--- src/rtl/stream_memory_if.sv ---
// Operand-stream bundle: write port, stream command/status and the valid/ready read beat.
// The memory side takes the slave modport; the producer/consumer takes master.
interface stream_memory_if #(
  parameter int DATA_SIZE = 8,
  parameter int DEPTH     = 8
);
  localparam int AW = $clog2(DEPTH);

  logic [AW-1:0]        w_addr_i;
  logic [DATA_SIZE-1:0] w_data_i;
  logic                 w_en_i;
  logic                 start_i;
  logic [AW-1:0]        base_i;
  logic [AW-1:0]        stride_i;
  logic [AW:0]          count_i;
  logic                 busy_o;
  logic                 done_o;
  logic [DATA_SIZE-1:0] r_data_o;
  logic                 r_valid_o;
  logic                 r_last_o;
  logic                 r_ready_i;

  modport slave (
    input  w_addr_i, w_data_i, w_en_i,
    input  start_i, base_i, stride_i, count_i,
    input  r_ready_i,
    output busy_o, done_o, r_data_o, r_valid_o, r_last_o
  );

  modport master (
    output w_addr_i, w_data_i, w_en_i,
    output start_i, base_i, stride_i, count_i,
    output r_ready_i,
    input  busy_o, done_o, r_data_o, r_valid_o, r_last_o
  );
endinterface

--- src/rtl/stream_memory.sv ---
// Strided read-stream memory; write-first fetch forwarding under STREAM_MEMORY_FWD_EN (read-first otherwise).
// First beat two edges after start, then 1 beat/cycle; output register holds while r_ready_i is low.
module stream_memory #(
  parameter int DATA_SIZE = 8,
  parameter int DEPTH     = 8
) (
  input logic             clk,
  input logic             rst,
  stream_memory_if.slave  bus
);
  localparam int AW = $clog2(DEPTH);

  typedef enum logic [1:0] {
    IDLE = 2'd0,
    RUN  = 2'd1,
    FIN  = 2'd2
  } state_t;

  state_t               state;
  logic [DATA_SIZE-1:0] mem [DEPTH];
  logic [AW-1:0]        addr;
  logic [AW-1:0]        stride;
  logic [AW:0]          remaining;
  logic [DATA_SIZE-1:0] r_data;
  logic                 r_valid;
  logic                 r_last;
  logic                 busy;
  logic                 done;

  logic                 slot_free;
  logic                 fetch;
  logic                 last_hs;
  logic [DATA_SIZE-1:0] fetch_data;

  assign slot_free = !r_valid || bus.r_ready_i;
  assign fetch     = (state == RUN) && (remaining != '0) && slot_free;
  assign last_hs   = r_valid && bus.r_ready_i && r_last;

`ifdef STREAM_MEMORY_FWD_EN
  assign fetch_data = (bus.w_en_i && (bus.w_addr_i == addr)) ? bus.w_data_i : mem[addr];
`else
  assign fetch_data = mem[addr];
`endif

  // Storage is deliberately left out of reset so contents survive a stream abort.
  always_ff @(posedge clk) begin
    if (bus.w_en_i) begin
      mem[bus.w_addr_i] <= bus.w_data_i;
    end
  end

  always_ff @(posedge clk) begin
    if (rst) begin
      state     <= IDLE;
      addr      <= '0;
      stride    <= '0;
      remaining <= '0;
      r_data    <= '0;
      r_valid   <= 1'b0;
      r_last    <= 1'b0;
      busy      <= 1'b0;
      done      <= 1'b0;
    end else begin
      case (state)
        IDLE: begin
          if (bus.start_i) begin
            if (bus.count_i != '0) begin
              state     <= RUN;
              addr      <= bus.base_i;
              stride    <= bus.stride_i;
              remaining <= bus.count_i;
              busy      <= 1'b1;
            end else begin
              state <= FIN;
              done  <= 1'b1;
            end
          end
        end
        RUN: begin
          if (last_hs) begin
            state   <= FIN;
            r_valid <= 1'b0;
            r_last  <= 1'b0;
            busy    <= 1'b0;
            done    <= 1'b1;
          end else if (fetch) begin
            r_data    <= fetch_data;
            r_valid   <= 1'b1;
            r_last    <= (remaining == (AW+1)'(1));
            addr      <= addr + stride;
            remaining <= remaining - 1'b1;
          end else if (slot_free) begin
            r_valid <= 1'b0;
          end
        end
        FIN: begin
          state <= IDLE;
          done  <= 1'b0;
        end
        default: begin
          state   <= IDLE;
          r_valid <= 1'b0;
          r_last  <= 1'b0;
          busy    <= 1'b0;
          done    <= 1'b0;
        end
      endcase
    end
  end

  assign bus.busy_o    = busy;
  assign bus.done_o    = done;
  assign bus.r_data_o  = r_data;
  assign bus.r_valid_o = r_valid;
  assign bus.r_last_o  = r_last;
endmodule

--- src/flat_wrapper.sv ---
// flat-port wrapper written by rule: the top's interface ports become plain ports
module stream_memory_flat 
#(
  parameter int DATA_SIZE = 8,
  parameter int DEPTH     = 8
)
  (clk, rst, bus_w_addr_i, bus_w_data_i, bus_w_en_i, bus_start_i, bus_base_i, bus_stride_i, bus_count_i, bus_r_ready_i, bus_busy_o, bus_done_o, bus_r_data_o, bus_r_valid_o, bus_r_last_o);
  stream_memory_if #(.DATA_SIZE(DATA_SIZE), .DEPTH(DEPTH)) bus_i ();
  input logic clk;
  input logic rst;
  input wire logic [$bits(bus_i.w_addr_i)-1:0] bus_w_addr_i;
  input wire logic [$bits(bus_i.w_data_i)-1:0] bus_w_data_i;
  input wire logic [$bits(bus_i.w_en_i)-1:0] bus_w_en_i;
  input wire logic [$bits(bus_i.start_i)-1:0] bus_start_i;
  input wire logic [$bits(bus_i.base_i)-1:0] bus_base_i;
  input wire logic [$bits(bus_i.stride_i)-1:0] bus_stride_i;
  input wire logic [$bits(bus_i.count_i)-1:0] bus_count_i;
  input wire logic [$bits(bus_i.r_ready_i)-1:0] bus_r_ready_i;
  output wire logic [$bits(bus_i.busy_o)-1:0] bus_busy_o;
  output wire logic [$bits(bus_i.done_o)-1:0] bus_done_o;
  output wire logic [$bits(bus_i.r_data_o)-1:0] bus_r_data_o;
  output wire logic [$bits(bus_i.r_valid_o)-1:0] bus_r_valid_o;
  output wire logic [$bits(bus_i.r_last_o)-1:0] bus_r_last_o;
  assign bus_i.w_addr_i = bus_w_addr_i;
  assign bus_i.w_data_i = bus_w_data_i;
  assign bus_i.w_en_i = bus_w_en_i;
  assign bus_i.start_i = bus_start_i;
  assign bus_i.base_i = bus_base_i;
  assign bus_i.stride_i = bus_stride_i;
  assign bus_i.count_i = bus_count_i;
  assign bus_i.r_ready_i = bus_r_ready_i;
  assign bus_busy_o = bus_i.busy_o;
  assign bus_done_o = bus_i.done_o;
  assign bus_r_data_o = bus_i.r_data_o;
  assign bus_r_valid_o = bus_i.r_valid_o;
  assign bus_r_last_o = bus_i.r_last_o;
  stream_memory #(.DATA_SIZE(DATA_SIZE), .DEPTH(DEPTH)) u_core (.clk(clk), .rst(rst), .bus(bus_i));
endmodule
--- config.mk ---
export PLATFORM = sky130hd
export DESIGN_NAME = stream_memory_flat
export DESIGN_NICKNAME = d
export VERILOG_FILES = /design/src/rtl/stream_memory_if.sv /design/src/rtl/stream_memory.sv /design/src/flat_wrapper.sv
export SDC_FILE = /design/constraint.sdc
export NUM_CORES = 1
export LEC_CHECK = 0
export BUFFER_PORTS_ARGS = -buffer_cell sky130_fd_sc_hd__buf_4
export CAP_MARGIN = 25
export CORE_MARGIN = 5
export CORE_UTILIZATION = 55
export CTS_CLUSTER_DIAMETER = 100
export DETAILED_ROUTE_END_ITERATION = 8
export PLACE_DENSITY_LB_ADDON = 0.08
export SYNTH_ARGS = -nofsm -noshare
export SYNTH_HDL_FRONTEND = slang
export SYNTH_SLANG_ARGS = --single-unit
--- constraint.sdc ---
create_clock -name clk -period 3.8 [get_ports clk]
set_input_delay 0.19 -clock clk [delete_from_list [all_inputs] [get_ports clk]]
set_output_delay 0.19 -clock clk [all_outputs]
set_load 0.05 [all_outputs]
# ---- Word-level counts from Yosys, hierarchy flattened
# Memories as Yosys holds them, arrays and structs flattened. A register that Yosys moved wholly into a read port is not among the register bits.
# Cells that the tools add are included.
dict set report op_classes {
  n_addsub 2
  n_mul 0
  div_mod_pow 0
  magnitude_cmp 0
  eq_ne 11
  shifts 0
  n_mux 31
  bitwise_logic 3
  n_reduce_logical 19
}
# operator count
set ops {}
lappend ops {{two-way mux 4 bit} 4}
lappend ops {{two-way mux 1 bit} 13}
lappend ops {{two-way mux 3 bit} 4}
lappend ops {{AND reduction 3 bit} 3}
lappend ops {{case mux 4 bit (2 select lines)} 1}
lappend ops {{nonzero test 4 bit} 2}
lappend ops {{two-way mux 2 bit} 3}
lappend ops {{!= test 2 x 1 -> 1 bit (second input constant)} 3}
lappend ops {{!= test 2 bit (second input constant)} 3}
lappend ops {{case mux 1 bit (2 select lines)} 3}
lappend ops {{case mux 3 bit (2 select lines)} 1}
lappend ops {{AND reduction 2 bit} 3}
lappend ops {{AND reduction 5 bit} 1}
lappend ops {{== test 4 x 1 -> 1 bit (second input constant)} 1}
lappend ops {{logical AND 1 bit} 4}
lappend ops {{!= test 4 x 1 -> 1 bit (second input constant)} 1}
lappend ops {{case mux 2 bit (2 select lines)} 1}
lappend ops {{AND reduction 4 bit} 1}
lappend ops {{subtractor 4 x 1 -> 4 bit (second input constant)} 1}
lappend ops {{adder 3 bit} 1}
lappend ops {{!= test 3 x 1 -> 1 bit (second input constant)} 1}
lappend ops {{NOT 1 bit} 3}
lappend ops {{case mux 1 bit (3 select lines)} 1}
lappend ops {{== test 2 x 1 -> 1 bit (second input constant)} 1}
lappend ops {{6 further kinds} 6}
dict set report totals {
  register_bits 16
  latch_bits 0
  ramBits 64
  romBits 0
  inputBits 26
  output_inout_bits 12
  wordCells 75
  n_memories 1
}
# name depth width rd rd_clocked_by_memory_dff write_ports line
set memory_table {}
lappend memory_table {u_core.mem 8 8 1 1 1 stream_memory.sv:20} ;# logic [DATA_SIZE-1:0] mem [DEPTH];

# ---- Depth between registers and ports, before layout
dict set report depth {
  depth_word 6
  mapped_depth 6
  depth_no_buf 6
}

# ---- Least setup slack after synthesis
# Ideal clock, no wire load.
dict set report synth_path {
  path_kind {register to register}
  startpoint {reg u_core.r_valid, in the netlist u_core.bus.r_valid_o}
  endpoint {reg u_core.remaining[0]}
  setup_time_ns 0.095
  t_arrival_ns 1.535
  t_required_ns 3.705
  setup_slack_ns 2.169
  path_stages_with_launch 5
  n_path_buf 0
  period_less_slack_ns 1.631
  path_cell_list {dfxtp_1 -> nor2b_1 -> a2111o_1 -> nand2_1 -> a221oi_1}
}
dict set report synth_via {
  elab_chain_len 5
  elab_cells_between_ends 8
  cone_classes {eq/ne (2); reduce/logical (6)}
}
# item line
set synth_rtl {}
lappend synth_rtl {{start, declared} stream_memory.sv:25} ;# logic r_valid;
lappend synth_rtl {{start signal, assigned} stream_memory.sv:59} ;# r_valid <= 1'b0;
lappend synth_rtl {{start signal, assigned} stream_memory.sv:82} ;# r_valid <= 1'b0;
lappend synth_rtl {{start signal, assigned} stream_memory.sv:88} ;# r_valid <= 1'b1;
lappend synth_rtl {{zero test 1 bit} stream_memory.sv:35} ;# assign slot_free = !r_valid || bus.r_ready_i;
lappend synth_rtl {{logical OR 1 bit} stream_memory.sv:35}
lappend synth_rtl {{logical AND 1 bit} stream_memory.sv:36} ;# assign fetch = (state == RUN) && (remaining != '0) && slot_free;
lappend synth_rtl {{!= test 2 x 1 -> 1 bit (no line)} --}
lappend synth_rtl {{AND reduction 5 bit (no line) (*)} --}
lappend synth_rtl {{end signal, assigned} stream_memory.sv:71} ;# remaining <= bus.count_i;
lappend synth_rtl {{end signal, assigned} stream_memory.sv:91} ;# remaining <= remaining - 1'b1;
lappend synth_rtl {{end, declared} stream_memory.sv:23} ;# logic [AW:0] remaining;
# Every way passes the cells marked *; elsewhere a longest branch is shown, timed or not.
# A chain may end at the register's enable or synchronous reset.

# ---- Final worst setup path
dict set report layout_path {
  startpoint {reg u_core.state[0]}
  endpoint {reg u_core.remaining[0]}
}
dict set report layout_via {
  elab_chain_len 5
  elab_cells_between_ends 11
  cone_classes {eq/ne (5); mux (1); reduce/logical (5)}
}
# item line
set layout_rtl {}
lappend layout_rtl {{start, declared} stream_memory.sv:19} ;# state_t state;
lappend layout_rtl {{start signal, assigned} stream_memory.sv:54} ;# state <= IDLE;
lappend layout_rtl {{start signal, assigned} stream_memory.sv:68} ;# state <= RUN;
lappend layout_rtl {{start signal, assigned} stream_memory.sv:74} ;# state <= FIN;
lappend layout_rtl {{== test 2 x 1 -> 1 bit} {stream_memory.sv:36, stream_memory.sv:64}}
lappend layout_rtl {{logical AND 1 bit (2 in series)} stream_memory.sv:36}
lappend layout_rtl {{!= test 2 x 1 -> 1 bit (no line)} --}
lappend layout_rtl {{AND reduction 5 bit (no line)} --}
# Several ways; a longest one is shown, not always the timed one.

==> out/summary.txt <==
status = finished clean
endpoints failing setup = 0
slowest CP cell = dfxtp_1
via/cell ratio = 5.796
crit start category = flop
CTS Root Cell = clkbuf_8
clk buf depth = 2
syn avg cell area = 15.20 µm²
LEAKAGE = 1.410 nW
CTS tree = done
required time of the critical path = 4050 ps
Die Wd = 90.94 µm
Remaining Overflow, GRT = 0
Slew Limit Fails = 0
HP Start = bus_w_data_i[6]
register-to-register setup slack = 1700 ps
Fin Setup TNS = 0 ps
area share of the largest cell type after synthesis = 0.5333
drt total wl = 6464 µm
number of enable flip-flop cells after synthesis = 64
R2R depth = 5
commonest non-fill, non-tap cell in the layout = edfxtp_1
clock sink count = 88
most frequent cells in the layout = edfxtp_1, buf_4, dfxtp_1
Fill cells = 492
sequential share of the synthesized area = 0.6667
Core Footprint = 6350 µm²
fmax = 0.4766 GHz
# diodes = 0
R2R Path End = u_core.remaining[0]
area grow syn2layout = 14.86%
antenna violations before repair = 0
RR Startpoint = u_core.state[0]
Worst-Margin Slew = 983.8 ps
area of the multi-input gates = 1117 µm²
Clock Skews = 7.927 ps
row count = 29
layout cell share with drive strength beyond 1 = 0.2669
post-synth net total = 267
crit path DAT = 2350 ps
number of library cell types mapped by synthesis = 43
fin crit period = 2098 ps
hold path endpoint = u_core.mem[5][6]
Yosys reg bits = 88
Gate Count Post-Synth = 237
initial detailed-routing violation count = 117
top cells by area, synth = edfxtp_1, dfxtp_1, mux4_2
Vias = 2075
largest net degree at the start of global routing = 28
post_cts resized = 0
CP cell instances = nand2b_1 -> a2111oi_4 -> buf_4 -> o22ai_1 -> a221oi_1
DRC = 0
max cap viols = 0
crit end category = flop
drt pass-1 iters = 4
hold violation count in the final report = 0
hold depth = 1
Initial Util = 0.5675
Setup CP Type = flop to flop
maximum vdd drop = 0.0002678 V
postcts setup bufs = 0
asr flop ratio synth = 0
storage element area = 2402 µm²
Nets = 306
CTS Buf Count = 9
GRT Util Overall = 0.1686
ys flop type = edfxtp_1
global-route wire length before repair = 10830 µm
hpwl dp = 4342 µm
die height = 90.94 µm
H-tree Lvls = 3
power per cell area = 502.4 nW/µm²
Worst Hold Class = input pin to flop
Ys Warns = 0
Yosys top cell by area = edfxtp_1
post-DR wirelength/cell = 18.06 µm
period utilization = 0.5522
Max FO, Critical Path = 21
Max-slew headroom = 0.3424
Synth Cell Area = 3603 µm²
RSZ-0062 raised after global routing = false
vias in the first global route = 2147
die area = 8270 µm²
critical path's largest stage delay = 570 ps
Buffers on Ports = 37
Ports = 38
worst skew pair latency = 340 ps
hold buffers post-CTS = 0
antenna-violating nets left = 0
hold slack = 74.44 ps
Placer Congestion = 0.8834
Clock transition at path regs = 90 ps
## critical path: cells and delay by family, from the launching register on
family / cells / cell delay (ps)
and+or+nand+nor: 1 / 330
DFF: 1 / 570
buffers and inverters: 1 / 290
AOI/OAI and AO/OA: 3 / 820
## power by group
part           internal, W  switching, W  total [W]
combinational     0.000138      0.000174   0.000312
sequential         0.00108     0.0000392    0.00112
clock             0.000312      0.000338   0.000650
## per-stage QoR
step	area (µm²)	cells	total power (W)	util	setup WS, ps
after global routing	4139	358	0.002179	0.6518	1419
after detailed placement	3939	342	0.001455	0.6203	1718
after CTS	4139	358	0.002097	0.6518	1711
after floorplan	3603	237	0.001360	-	2169
final	4139	358	0.002079	0.6518	1702
after global placement	3939	342	0.001450	0.6203	1806
## synth_stat cells (2+ instances only)
cell,count
nand2b_1,7
o32ai_1,2
nand2_1,16
ha_1,3
clkbuf_1,3
a221oi_1,2
dfxtp_1,24
a21oi_1,14
a211oi_1,11
mux2i_1,8
nor3_1,6
buf_2,3
o21ai_0,3
a311oi_1,2
buf_4,2
edfxtp_1,64
mux4_2,16
buf_1,3
inv_1,4
nor2_1,19
nor2b_1,3
## how the worst max path moves through the flow
stage                    startpoint                  end  slack (ps)  cells past startpoint
2_1_floorplan  u_core.bus.r_valid_o  u_core.remaining[0]        2170                      4
3_3_place_gp        u_core.state[0]  u_core.remaining[0]        1810                      5
3_5_place_dp        u_core.state[0]  u_core.remaining[0]        1720                      5
4_1_cts             u_core.state[0]  u_core.remaining[0]        1710                      5
5_1_grt             u_core.state[0]  u_core.remaining[0]        1420                      5
6_report            u_core.state[0]  u_core.remaining[0]        1700                      5
## routing by layer
layer  vias up  routed length, µm  GRT usage  share of wire
met2        48               3254     0.2746           0.50
met5         -                  0          0              0
met3         8                275    0.04050          0.043
li1       1001                  -          -              -
met4         0                107    0.07090          0.017
met1      1018               2826     0.2174           0.44
## flip-flops by register name (all words and copies together) (netlist names)
name and flops:
u_core.bus.done_o 1, u_core.bus.busy_o 1, u_core.bus.r_last_o 1, u_core.bus.r_data_o 8, u_core.stride 3, u_core.mem 64
u_core.addr 3, u_core.remaining 4, u_core.bus.r_valid_o 1, u_core.state 2
## layout make-up
type,count,share of cell area
sequential,88,0.5804
multi-input combinational,132,0.2700
timing repair buffer,41,0.07437
clock buffer,9,0.02993
tap,77,0.02328
clock inverter,7,0.01844
inverter,4,0.003628
## cell families (layout without fill, tap and decap cells)
group,after synthesis,after routing,share of synthesized area
AOI/OAI and AO/OA,41,41,0.08299
xor gates and xnor gates,1,1,0.002431
adders and majority gates,4,4,0.01597
buffers and inverters,17,61,0.02326
DFF,88,88,0.6667
muxes,24,24,0.1222
and+or+nand+nor,62,62,0.08646
(Power assumes the default switching activity.)
